--- config.mk ---
export PLATFORM = sky130hd
export DESIGN_NAME = baud_tick_gen_flat
export DESIGN_NICKNAME = d
export VERILOG_FILES = /design/src/rtl/baud_tick_gen_if.sv /design/src/rtl/baud_tick_gen.sv /design/src/flat_wrapper.sv
export SDC_FILE = /design/constraint.sdc
export NUM_CORES = 1
export LEC_CHECK = 0
export CORE_MARGIN = 1
export CORE_UTILIZATION = 46
export DETAILED_ROUTE_END_ITERATION = 8
export PLACE_DENSITY_LB_ADDON = 0.12
export SLEW_MARGIN = 10
export SYNTH_ARGS = -nofsm -noshare
export SYNTH_HDL_FRONTEND = slang
export SYNTH_SLANG_ARGS = --single-unit
--- constraint.sdc ---
create_clock -name clk -period 7.3 [get_ports clk]
set_input_delay 1.46 -clock clk [delete_from_list [all_inputs] [get_ports clk]]
set_output_delay 1.46 -clock clk [all_outputs]
set_load 0.02 [all_outputs]
--- src/rtl/baud_tick_gen_if.sv ---
// Port bundle for baud_tick_gen: control inputs from the UART core and the
// tick/oversample-index outputs returned to it.
interface baud_tick_gen_if #(
  parameter int DIV_W = 16,
  parameter int OSR_W = 4
);
  logic             en;
  logic             sync;
  logic [DIV_W-1:0] div_val;
  logic             div_load;
  logic             sample_tick;
  logic             mid_tick;
  logic             bit_tick;
  logic [OSR_W-1:0] os_count;

  modport master (
    output en, sync, div_val, div_load,
    input  sample_tick, mid_tick, bit_tick, os_count
  );

  modport slave (
    input  en, sync, div_val, div_load,
    output sample_tick, mid_tick, bit_tick, os_count
  );
endinterface

--- src/rtl/baud_tick_gen.sv ---
// Baud tick generator: programmable prescaler feeding an OSR-step oversample counter.
// Define BAUD_MIDBIT_EN to build the mid-bit strobe; otherwise mid_tick is tied low.
module baud_tick_gen #(
  parameter int               DIV_W       = 16,
  parameter int               OSR         = 16,
  parameter int               OSR_W       = $clog2(OSR),
  parameter logic [DIV_W-1:0] DIV_DEFAULT = 16'd27
) (
  input  logic            clk,
  input  logic            reset,
  baud_tick_gen_if.slave  bus
);

  localparam logic [OSR_W-1:0] OS_LAST = OSR_W'(OSR - 1);

  logic [DIV_W-1:0] pc_q, pc_d;
  logic [DIV_W-1:0] div_active_q, div_active_d;
  logic [DIV_W-1:0] div_pending_q, div_pending_d;
  logic             pend_valid_q, pend_valid_d;
  logic [OSR_W-1:0] os_count_q, os_count_d;
  logic             sample_tick_q, sample_tick_d;
  logic             bit_tick_q, bit_tick_d;
  logic [DIV_W-1:0] div_eff_s;
  logic             term_s;
  logic             bound_s;
  logic             xfer_s;

  always_comb begin
    // A programmed divisor of 0 behaves as divide-by-1.
    div_eff_s = (div_active_q == {DIV_W{1'b0}}) ? DIV_W'(1) : div_active_q;
    term_s    = bus.en & ~bus.sync & (pc_q == (div_eff_s - DIV_W'(1)));
    bound_s   = term_s & (os_count_q == OS_LAST);
    xfer_s    = bound_s | ~bus.en | bus.sync;

    pc_d       = pc_q;
    os_count_d = os_count_q;
    if (bus.sync) begin
      pc_d       = {DIV_W{1'b0}};
      os_count_d = {OSR_W{1'b0}};
    end else if (term_s) begin
      pc_d       = {DIV_W{1'b0}};
      os_count_d = bound_s ? {OSR_W{1'b0}} : (os_count_q + OSR_W'(1));
    end else if (bus.en) begin
      pc_d       = pc_q + DIV_W'(1);
    end else begin
      pc_d       = pc_q;
    end

    // Transfer reads the old pending value before a same-cycle load replaces it.
    div_active_d  = div_active_q;
    div_pending_d = div_pending_q;
    pend_valid_d  = pend_valid_q;
    if (xfer_s && pend_valid_q) begin
      div_active_d = div_pending_q;
      pend_valid_d = 1'b0;
    end else begin
      div_active_d = div_active_q;
    end
    if (bus.div_load) begin
      div_pending_d = bus.div_val;
      pend_valid_d  = 1'b1;
    end else begin
      div_pending_d = div_pending_q;
    end

    sample_tick_d = term_s;
    bit_tick_d    = bound_s;
  end

  always_ff @(posedge clk) begin
    if (reset) begin
      pc_q          <= {DIV_W{1'b0}};
      os_count_q    <= {OSR_W{1'b0}};
      div_active_q  <= DIV_DEFAULT;
      div_pending_q <= DIV_DEFAULT;
      pend_valid_q  <= 1'b0;
      sample_tick_q <= 1'b0;
      bit_tick_q    <= 1'b0;
    end else begin
      pc_q          <= pc_d;
      os_count_q    <= os_count_d;
      div_active_q  <= div_active_d;
      div_pending_q <= div_pending_d;
      pend_valid_q  <= pend_valid_d;
      sample_tick_q <= sample_tick_d;
      bit_tick_q    <= bit_tick_d;
    end
  end

`ifdef BAUD_MIDBIT_EN
  localparam logic [OSR_W-1:0] OS_MID = OSR_W'(OSR / 2 - 1);
  logic mid_tick_q, mid_tick_d;

  always_comb begin
    mid_tick_d = term_s & (os_count_q == OS_MID);
  end

  always_ff @(posedge clk) begin
    if (reset) begin
      mid_tick_q <= 1'b0;
    end else begin
      mid_tick_q <= mid_tick_d;
    end
  end

  assign bus.mid_tick = mid_tick_q;
`else
  assign bus.mid_tick = 1'b0;
`endif

  assign bus.sample_tick = sample_tick_q;
  assign bus.bit_tick    = bit_tick_q;
  assign bus.os_count    = os_count_q;

endmodule
--- src/flat_wrapper.sv ---
// flat-port wrapper written by rule: the top's interface ports become plain ports
module baud_tick_gen_flat 
#(
  parameter int               DIV_W       = 16,
  parameter int               OSR         = 16,
  parameter int               OSR_W       = $clog2(OSR),
  parameter logic [DIV_W-1:0] DIV_DEFAULT = 16'd27
)
  (clk, reset, bus_en, bus_sync, bus_div_val, bus_div_load, bus_sample_tick, bus_mid_tick, bus_bit_tick, bus_os_count);
  baud_tick_gen_if #(.DIV_W(DIV_W), .OSR_W(OSR_W)) bus_i ();
  input  logic clk;
  input  logic reset;
  input wire logic [$bits(bus_i.en)-1:0] bus_en;
  input wire logic [$bits(bus_i.sync)-1:0] bus_sync;
  input wire logic [$bits(bus_i.div_val)-1:0] bus_div_val;
  input wire logic [$bits(bus_i.div_load)-1:0] bus_div_load;
  output wire logic [$bits(bus_i.sample_tick)-1:0] bus_sample_tick;
  output wire logic [$bits(bus_i.mid_tick)-1:0] bus_mid_tick;
  output wire logic [$bits(bus_i.bit_tick)-1:0] bus_bit_tick;
  output wire logic [$bits(bus_i.os_count)-1:0] bus_os_count;
  assign bus_i.en = bus_en;
  assign bus_i.sync = bus_sync;
  assign bus_i.div_val = bus_div_val;
  assign bus_i.div_load = bus_div_load;
  assign bus_sample_tick = bus_i.sample_tick;
  assign bus_mid_tick = bus_i.mid_tick;
  assign bus_bit_tick = bus_i.bit_tick;
  assign bus_os_count = bus_i.os_count;
  baud_tick_gen #(.DIV_W(DIV_W), .OSR(OSR), .OSR_W(OSR_W), .DIV_DEFAULT(DIV_DEFAULT)) u_core (.clk(clk), .reset(reset), .bus(bus_i));
endmodule
# ---- Word-level counts from Yosys, hierarchy flattened
# Cells that the tools add are included.
# Widths: inputs -> output; s select.
dict set report word_totals {
  out_inout_bits 7
  regBits 55
  word_cells 28
}
dict set report classes {
  bitwise 7
  eq_ne 2
  add_sub_neg 3
  n_reduce_logical 5
  n_mux 4
}
# op n
set ops {}
lappend ops {{$add 16x1->16 const B} 1}
lappend ops {{$eq 16x16->1} 1}
lappend ops {{$logic_not 16->1} 1}
lappend ops {{$mux 16} 1}
lappend ops {{$sub 16x1->16 const B} 1}
lappend ops {{$add 4x1->4 const B} 1}
lappend ops {{$eq 4x4->1 const B} 1}
lappend ops {{$mux 4} 1}
lappend ops {{$and 1x1->1} 3}
lappend ops {{$reduce_or 3->1} 1}
lappend ops {{$mux 1} 2}
lappend ops {{$not 1->1} 2}
lappend ops {{$or 1x1->1} 2}
lappend ops {{$reduce_bool 2->1} 1}
lappend ops {{$reduce_or 2->1} 1}
lappend ops {{$logic_and 1x1->1} 1}

# ---- Longest topological paths before layout
dict set report logic_depth {
  ltp_word 11
  mapped_depth 14
}

# ---- Worst setup path after synthesis
# No wires, ideal clock.
dict set report synth_path {
  path_type {input to register}
  from {input port bus_en}
  to {register u_core.div_active_q[10]}
  setup_ps 72
  arrival_ps 3902
  path_slack_ps 3327
  cell_stages 10
  cell_sequence {clkbuf_1 nor2b_1 o211ai_1 a311oi_1 nand4b_1 or4_1 buf_2 o32ai_4 buf_8 mux2i_1}
}
dict set report synth_between {
  elab_chain_len 6
  elab_cells_between_ends 7
}
# element line
set synth_rtl {}
lappend synth_rtl {{start: declaration} flat_wrapper.sv:13} ;# input wire logic [$bits(bus_i.en)-1:0] bus_en;
lappend synth_rtl {{$and 1x1->1 (2 in series)} baud_tick_gen.sv:31} ;# term_s = bus.en & ~bus.sync & (pc_q == (div_eff_s - DIV_W'(1)));
lappend synth_rtl {{$and 1x1->1} baud_tick_gen.sv:32} ;# bound_s = term_s & (os_count_q == OS_LAST);
lappend synth_rtl {{$or 1x1->1 (*) (2 in series)} baud_tick_gen.sv:33} ;# xfer_s = bound_s | ~bus.en | bus.sync;
lappend synth_rtl {{$logic_and 1x1->1 (*)} baud_tick_gen.sv:53} ;# if (xfer_s && pend_valid_q) begin
lappend synth_rtl {{end signal: assignment} baud_tick_gen.sv:82} ;# div_active_q <= div_active_d;
lappend synth_rtl {{end: declaration} baud_tick_gen.sv:17} ;# logic [DIV_W-1:0] div_active_q, div_active_d;
# Every way passes the cells marked *; elsewhere a longest branch is shown, timed or not.
# A chain may end at the register's enable or synchronous reset.

# ---- Final worst setup path
dict set report layout_path {
  from {register u_core.div_active_q[8]}
  to {register u_core.div_active_q[15]}
}
dict set report layout_between {
  elab_chain_len 9
}
# element line
set layout_rtl {}
lappend layout_rtl {{$logic_not 16->1} baud_tick_gen.sv:30} ;# div_eff_s = (div_active_q == {DIV_W{1'b0}}) ? DIV_W'(1) : div_active_q;
lappend layout_rtl {{$mux 16 (*)} baud_tick_gen.sv:30}
lappend layout_rtl {{$sub 16x1->16 (*)} baud_tick_gen.sv:31}
lappend layout_rtl {{$eq 16x16->1 (*)} baud_tick_gen.sv:31}
lappend layout_rtl {{$and 1x1->1 (*)} baud_tick_gen.sv:31}
lappend layout_rtl {{$and 1x1->1 (*)} baud_tick_gen.sv:32}
lappend layout_rtl {{$or 1x1->1 (*) (2 in series)} baud_tick_gen.sv:33}
lappend layout_rtl {{$logic_and 1x1->1 (*)} baud_tick_gen.sv:53}
# Marked as above.

==> impl_metrics.json <==
{
  "outcome": "finished, violations left",
  "failed_checks": "design-rule violations",
  "routabilityCongestion": 0.870,
  "hold_class": "register to register",
  "fillCellCount": 615,
  "powerDensity_nw_per_um2": 160,
  "synth_warnings": 0,
  "peakVddDrop_v": 0.0000941,
  "async_flop_share_pct": 0,
  "ant_nets": 0,
  "clk_latency_ns": 0.31,
  "worstSetupPathType": "register to register",
  "endpoint_kind": "register",
  "cts_sinks": 55,
  "routed_wirelength_um": 6670,
  "wire_per_inst_um": 14.8,
  "cp.arrival_ns": 4.85,
  "dpl_cell_area_um2": 3420,
  "die_h_um": 84.9,
  "grt_overflow_total": 0,
  "worst_clock_skew_ns": 0.00503,
  "drt-initial-drc-count": 135,
  "synth_area_leader_cell": "dfxtp_1",
  "fin_crit_sh_pct": 63.0,
  "antenna-diode-count": 0,
  "p_leak_nw": 1.24,
  "nNetsFinal": 398,
  "fp.dieW_um": 84.9,
  "critPathLaunchType": "register",
  "cts_max_level": 2,
  "root_buffer": "clkbuf_8",
  "synth_edf_count": 0,
  "dieArea_um2": 7200,
  "drive_gt1_share_pct": 6.67,
  "antenna_found_initial": 0,
  "synthFlopType": "dfxtp_1",
  "syn_nets": 384,
  "drtPass1Iterations": 6,
  "grtUsageTotal_pct": 19.5,
  "ys_types": 56,
  "hold_viol": 0,
  "ys_top_cells_by_area": "dfxtp_1 (35%), mux2i_1 (9.8%), nor2_1 (5.8%)",
  "synth_area_um2": 3160,
  "core-area_um2": 6490,
  "layout_commonest_cell": "dfxtp_1",
  "areaGrowthSynthToFinish_pct": 11.5,
  "rsz0062_at_grt": "no",
  "grt_max_degree": 54,
  "maxClockFrequency_mhz": 218,
  "clk_pin_slew_worst_paths_ns": 0.10,
  "start_util_pct": 48.6,
  "cts_tree": "yes",
  "numPortBuffers": 26,
  "setup_viol_count_final": 0,
  "clock_path_buffers": 2,
  "post-route-drc-count": 4,
  "cts_resized": 0,
  "finalCriticalPeriod_ns": 4.60,
  "io_pins": 28,
  "yosys.area.top_type_share_pct": 34.9,
  "grt_pass1_wl_um": 11100,
  "postSynthCellCount": 360,
  "critPathMaxFanout": 16,
  "num_vias": 2596,
  "rows": 29,
  "syn_avg_cell_area_um2": 8.77,
  "synth_seq_cells": 55,
  "post_cts_buffers": 0,
  "maxSlewViolCount": 0,
  "cts_made_buffers": 5,
  "viasPerCell": 5.74,
  "tightest_slew_ns": 1.12,
  "cts_hold_buf": 0,
  "place_hpwl_um": 4940,
  "maxCapViolCount": 0,
  "final_cell_area_um2": 3520,
  "total_power_uw": 564,
  "tns_ns": 0,
  "maxSlewHeadroom_pct": 25.0,
  "cp_data_required_time_ns": 7.55,
  "grt_pass1_vias": 2404,
  "ys_seq_area_share_pct": 34.9,
  "layout_common_cells": "dfxtp_1 (55), nor2_1 (49), mux2i_1 (31)"
}
-- cells by family (layout without fill, tap and decap cells) --
logic type | count (synthesis) | after routing | synth area share (%)
multiplexers | 32 | 32 | 10.2
other | 1 | 1 | 0.119
AO/OA/AOI/OAI | 47 | 47 | 12.2
adder cells (fa/ha/maj) | 3 | 3 | 1.19
AND/OR/NAND/NOR | 158 | 158 | 27.7
XOR/XNOR | 33 | 33 | 9.15
flip-flops | 55 | 55 | 34.9
buffers and inverters | 31 | 46 | 4.56
-- flip-flops by register name, summed over array words and instances, names as in the netlist --
signal                  flops
u_core.div_active_q        16
u_core.bus.sample_tick      1
u_core.pend_valid_q         1
u_core.pc_q                16
u_core.div_pending_q       16
u_core.bus.os_count         4
u_core.bus.bit_tick         1
-- power breakdown --
group | leakage [nW] | internal [mW] | switching (mW) | total (mW)
Combinational | 0.744 | 0.0330 | 0.0337 | 0.0667
Sequential | 0.448 | 0.309 | 0.00891 | 0.317
Clock | 0.0474 | 0.0776 | 0.102 | 0.180
Total | 1.24 | 0.419 | 0.145 | 0.564
-- cell usage after synthesis, types with 5 or more instances --
cell type / count
nor2_1: 49
nand4_1: 9
dfxtp_1: 55
nand2b_1: 25
nand3_1: 13
inv_1: 10
nor4_1: 9
xor2_1: 18
a21oi_1: 7
mux2i_1: 31
xnor2_1: 15
nor2b_1: 5
nor3_1: 7
nand2_1: 14
clkbuf_1: 11
a31oi_1: 5
-- path summary, 6_finish.rpt --
path                                                             from                                    to  slack [ns]  depth (start not counted)
worst max-delay path              u_core.div_active_q[8]$_SDFFE_PP0P_  u_core.div_active_q[15]$_SDFFE_PP0P_        2.70                         11
worst min-delay path            u_core.div_pending_q[11]$_SDFFE_PP0P_  u_core.div_active_q[11]$_SDFFE_PP0P_        0.48                          2
worst max register to register    u_core.div_active_q[8]$_SDFFE_PP0P_  u_core.div_active_q[15]$_SDFFE_PP0P_        2.70                         11
worst min register to register  u_core.div_pending_q[11]$_SDFFE_PP0P_  u_core.div_active_q[11]$_SDFFE_PP0P_        0.48                          2
-- critical path, stage by stage (launching register included) --
cell and delay [ns]:
dfxtp_1 0.62, or4_4 0.27, nor4_4 0.06, nor2_1 0.10, ha_1 0.25, nor3b_1 0.66
a21boi_0 0.19, a311oi_1 0.38, nand4b_1 0.16, or4_1 0.64, o32ai_4 0.90, mux2i_1 0.26
-- stage by stage --
| step | utilization [%] | setup WS, ns | instances | hold slack [ns] |
|---|---|---|---|---|
| after floorplan | - | 3.33 | 360 | 0.451 |
| after global placement | 52.7 | 2.46 | 444 | 0.463 |
| after detailed placement | 52.7 | 2.37 | 444 | 0.468 |
| after CTS | 54.2 | 2.67 | 452 | 0.483 |
| after global routing | 54.2 | 2.32 | 452 | 0.503 |
| final | 54.2 | 2.70 | 452 | 0.480 |
-- metal layers --
metal,part of all wire (%),GRT usage (%)
met1,47,24.9
met2,47,33.0
met3,4.2,3.70
met4,1.8,6.93
met5,0,0
-- final cells by class --
class                   instances  area [µm²]  area share, %
clock buffers                   6        82.6           2.34
inverters                      10        37.5           1.07
well taps                      77        96.3           2.74
flip-flops and latches         55        1100           31.3
multi-input cells             274        1910           54.3
clock inverters                 2        16.3          0.462
repair buffers                 28         275           7.82
No activity file was read; power rests on OpenSTA's default activity.
==> edit (same flow settings) <==
Add a define of `BAUD_MIDBIT_EN`.
--- a/src/rtl/baud_tick_gen.sv
+++ b/src/rtl/baud_tick_gen.sv
@@ -2,2 +2,4 @@
 // Define BAUD_MIDBIT_EN to build the mid-bit strobe; otherwise mid_tick is tied low.
+`define BAUD_MIDBIT_EN
+
 module baud_tick_gen #(
Function: no difference found for any inputs over 10 cycles, from zero or initial values and one cycle with reset high; that may be too few to reach the edited logic, so the function may still have changed.
==> edit against the unedited design <==
- total power rose by 3.0%
- final area down 4.1%
- worst setup slack improved by 0.47 ns
- sequential cell count rose by 1
- synthesized area decreased by 5.2%
- routed wire length fell by 10%
- via count down 8.4%
- die area decreased by 5.1%
- global-route usage is 1.2 points lower
- critical path depth fell by 1
- critical endpoint unchanged
- largest power group unchanged
- highest routed layer unchanged
==> edit: results (changes against the unedited design) <==
metric,value,unit,change
inverters_excl_clock,8,,was 10
port_buffers,27,,was 26
synth_common_cells,"56 x dfxtp_1, 45 x nor2_1, 40 x nand2_1",,"was 55 x dfxtp_1, 49 x nor2_1, 31 x mux2i_1"
area_growth_syn_to_layout,12.9,%,was 11.5%
dpl_worst_slack,3.01,ns,was 2.37 ns
drt-pass1-iter-count,4,,was 6
nonClkBufAreaFrac,8.22,%,was 7.82%
dr_wl_met2,2860,µm,was 3170 µm
powerClk,0.206,mW,was 0.180 mW
use_met1,23.2,%,was 24.9%
die_width,82.7,µm,was 84.9 µm
grt_usage,18.3,%,was 19.5%
dr_total_vias,2379,,was 2596
grt_use_met2,29.9,%,was 33.0%
grt_max_degree,30,,was 54
synthTopCellsByArea,"dfxtp_1 37%, mux2i_1 11%, nor2_1 5.6%",,"was dfxtp_1 35%, mux2i_1 9.8%, nor2_1 5.8%"
drt_wl_total,6000,µm,was 6670 µm
fillCellCount,589,,was 615
regArea,1120,µm²,was 1100 µm²
clockNetworkAreaShare,3.30,%,was 2.81%
placed_cells,424,,was 444
hpwl,4430,µm,was 4940 µm
clkSinkCount,56,,was 55
multi_input_cells,255,,was 274
synth.area.mux_share,11.4,%,was 10.2%
gp_congestion,0.928,,was 0.870
drt_iter0_markers,92,,was 135
cp_top_family,compound AO/OA/AOI/OAI gates,,was simple AND/OR/NAND/NOR gates
worst_pin_slew,1.07,ns,was 1.12 ns
cp.arrival,4.37,ns,was 4.85 ns
nNetsFinal,378,,was 398
syn_avg_cell_area,8.80,µm²,was 8.77 µm²
layout-drive-gt1-share,8.17,%,was 6.67%
synth-adder-area-share,1.25,%,was 1.19%
fin_skew,0.0114,ns,was 0.00503 ns
critPathSlowestCell,o31ai_4,,was o32ai_4
powerDensity,172,nW/µm²,was 160 nW/µm²
grt_pass1_vias,1999,,was 2404
syn_nets,364,,was 384
status,"finished, final reports clean",,"was complete, but fails checks"
pg_comb,0.0536,mW,was 0.0667 mW
multi_input_area_share,51.6,%,was 54.3%
grt_first_pass_wirelength,9440,µm,was 11100 µm
p_leak,1.20,nW,was 1.24 nW
grtUsageMet3,3.74,%,was 3.70%
edit: changes by cell type in the layout (fill, tap and decap cells not counted), sizes merged, moves of 3 or more:
| cell | delta |
|---|---|
| nand2 | +26 |
| nand2b | -22 |
| a31oi | -4 |
| nor2b | -4 |
| nor4 | -4 |
| nor4b | +4 |
| xor2 | -4 |
| a211o | -3 |
| a41oi | +3 |
| mux2i | +3 |
| nor2 | -3 |
edit: path summary, 6_finish.rpt:
kind	start	endpoint	slack, ns	depth (start not counted)
worst min register to register	u_core.div_pending_q[12]$_SDFFE_PP0P_	u_core.div_active_q[12]$_SDFFE_PP0P_	0.47	2
worst min-delay path	u_core.div_pending_q[12]$_SDFFE_PP0P_	u_core.div_active_q[12]$_SDFFE_PP0P_	0.47	2
worst max register to register	u_core.div_active_q[4]$_SDFFE_PP1P_	u_core.div_active_q[15]$_SDFFE_PP0P_	3.17	10
worst max-delay path	u_core.div_active_q[4]$_SDFFE_PP1P_	u_core.div_active_q[15]$_SDFFE_PP0P_	3.17	10
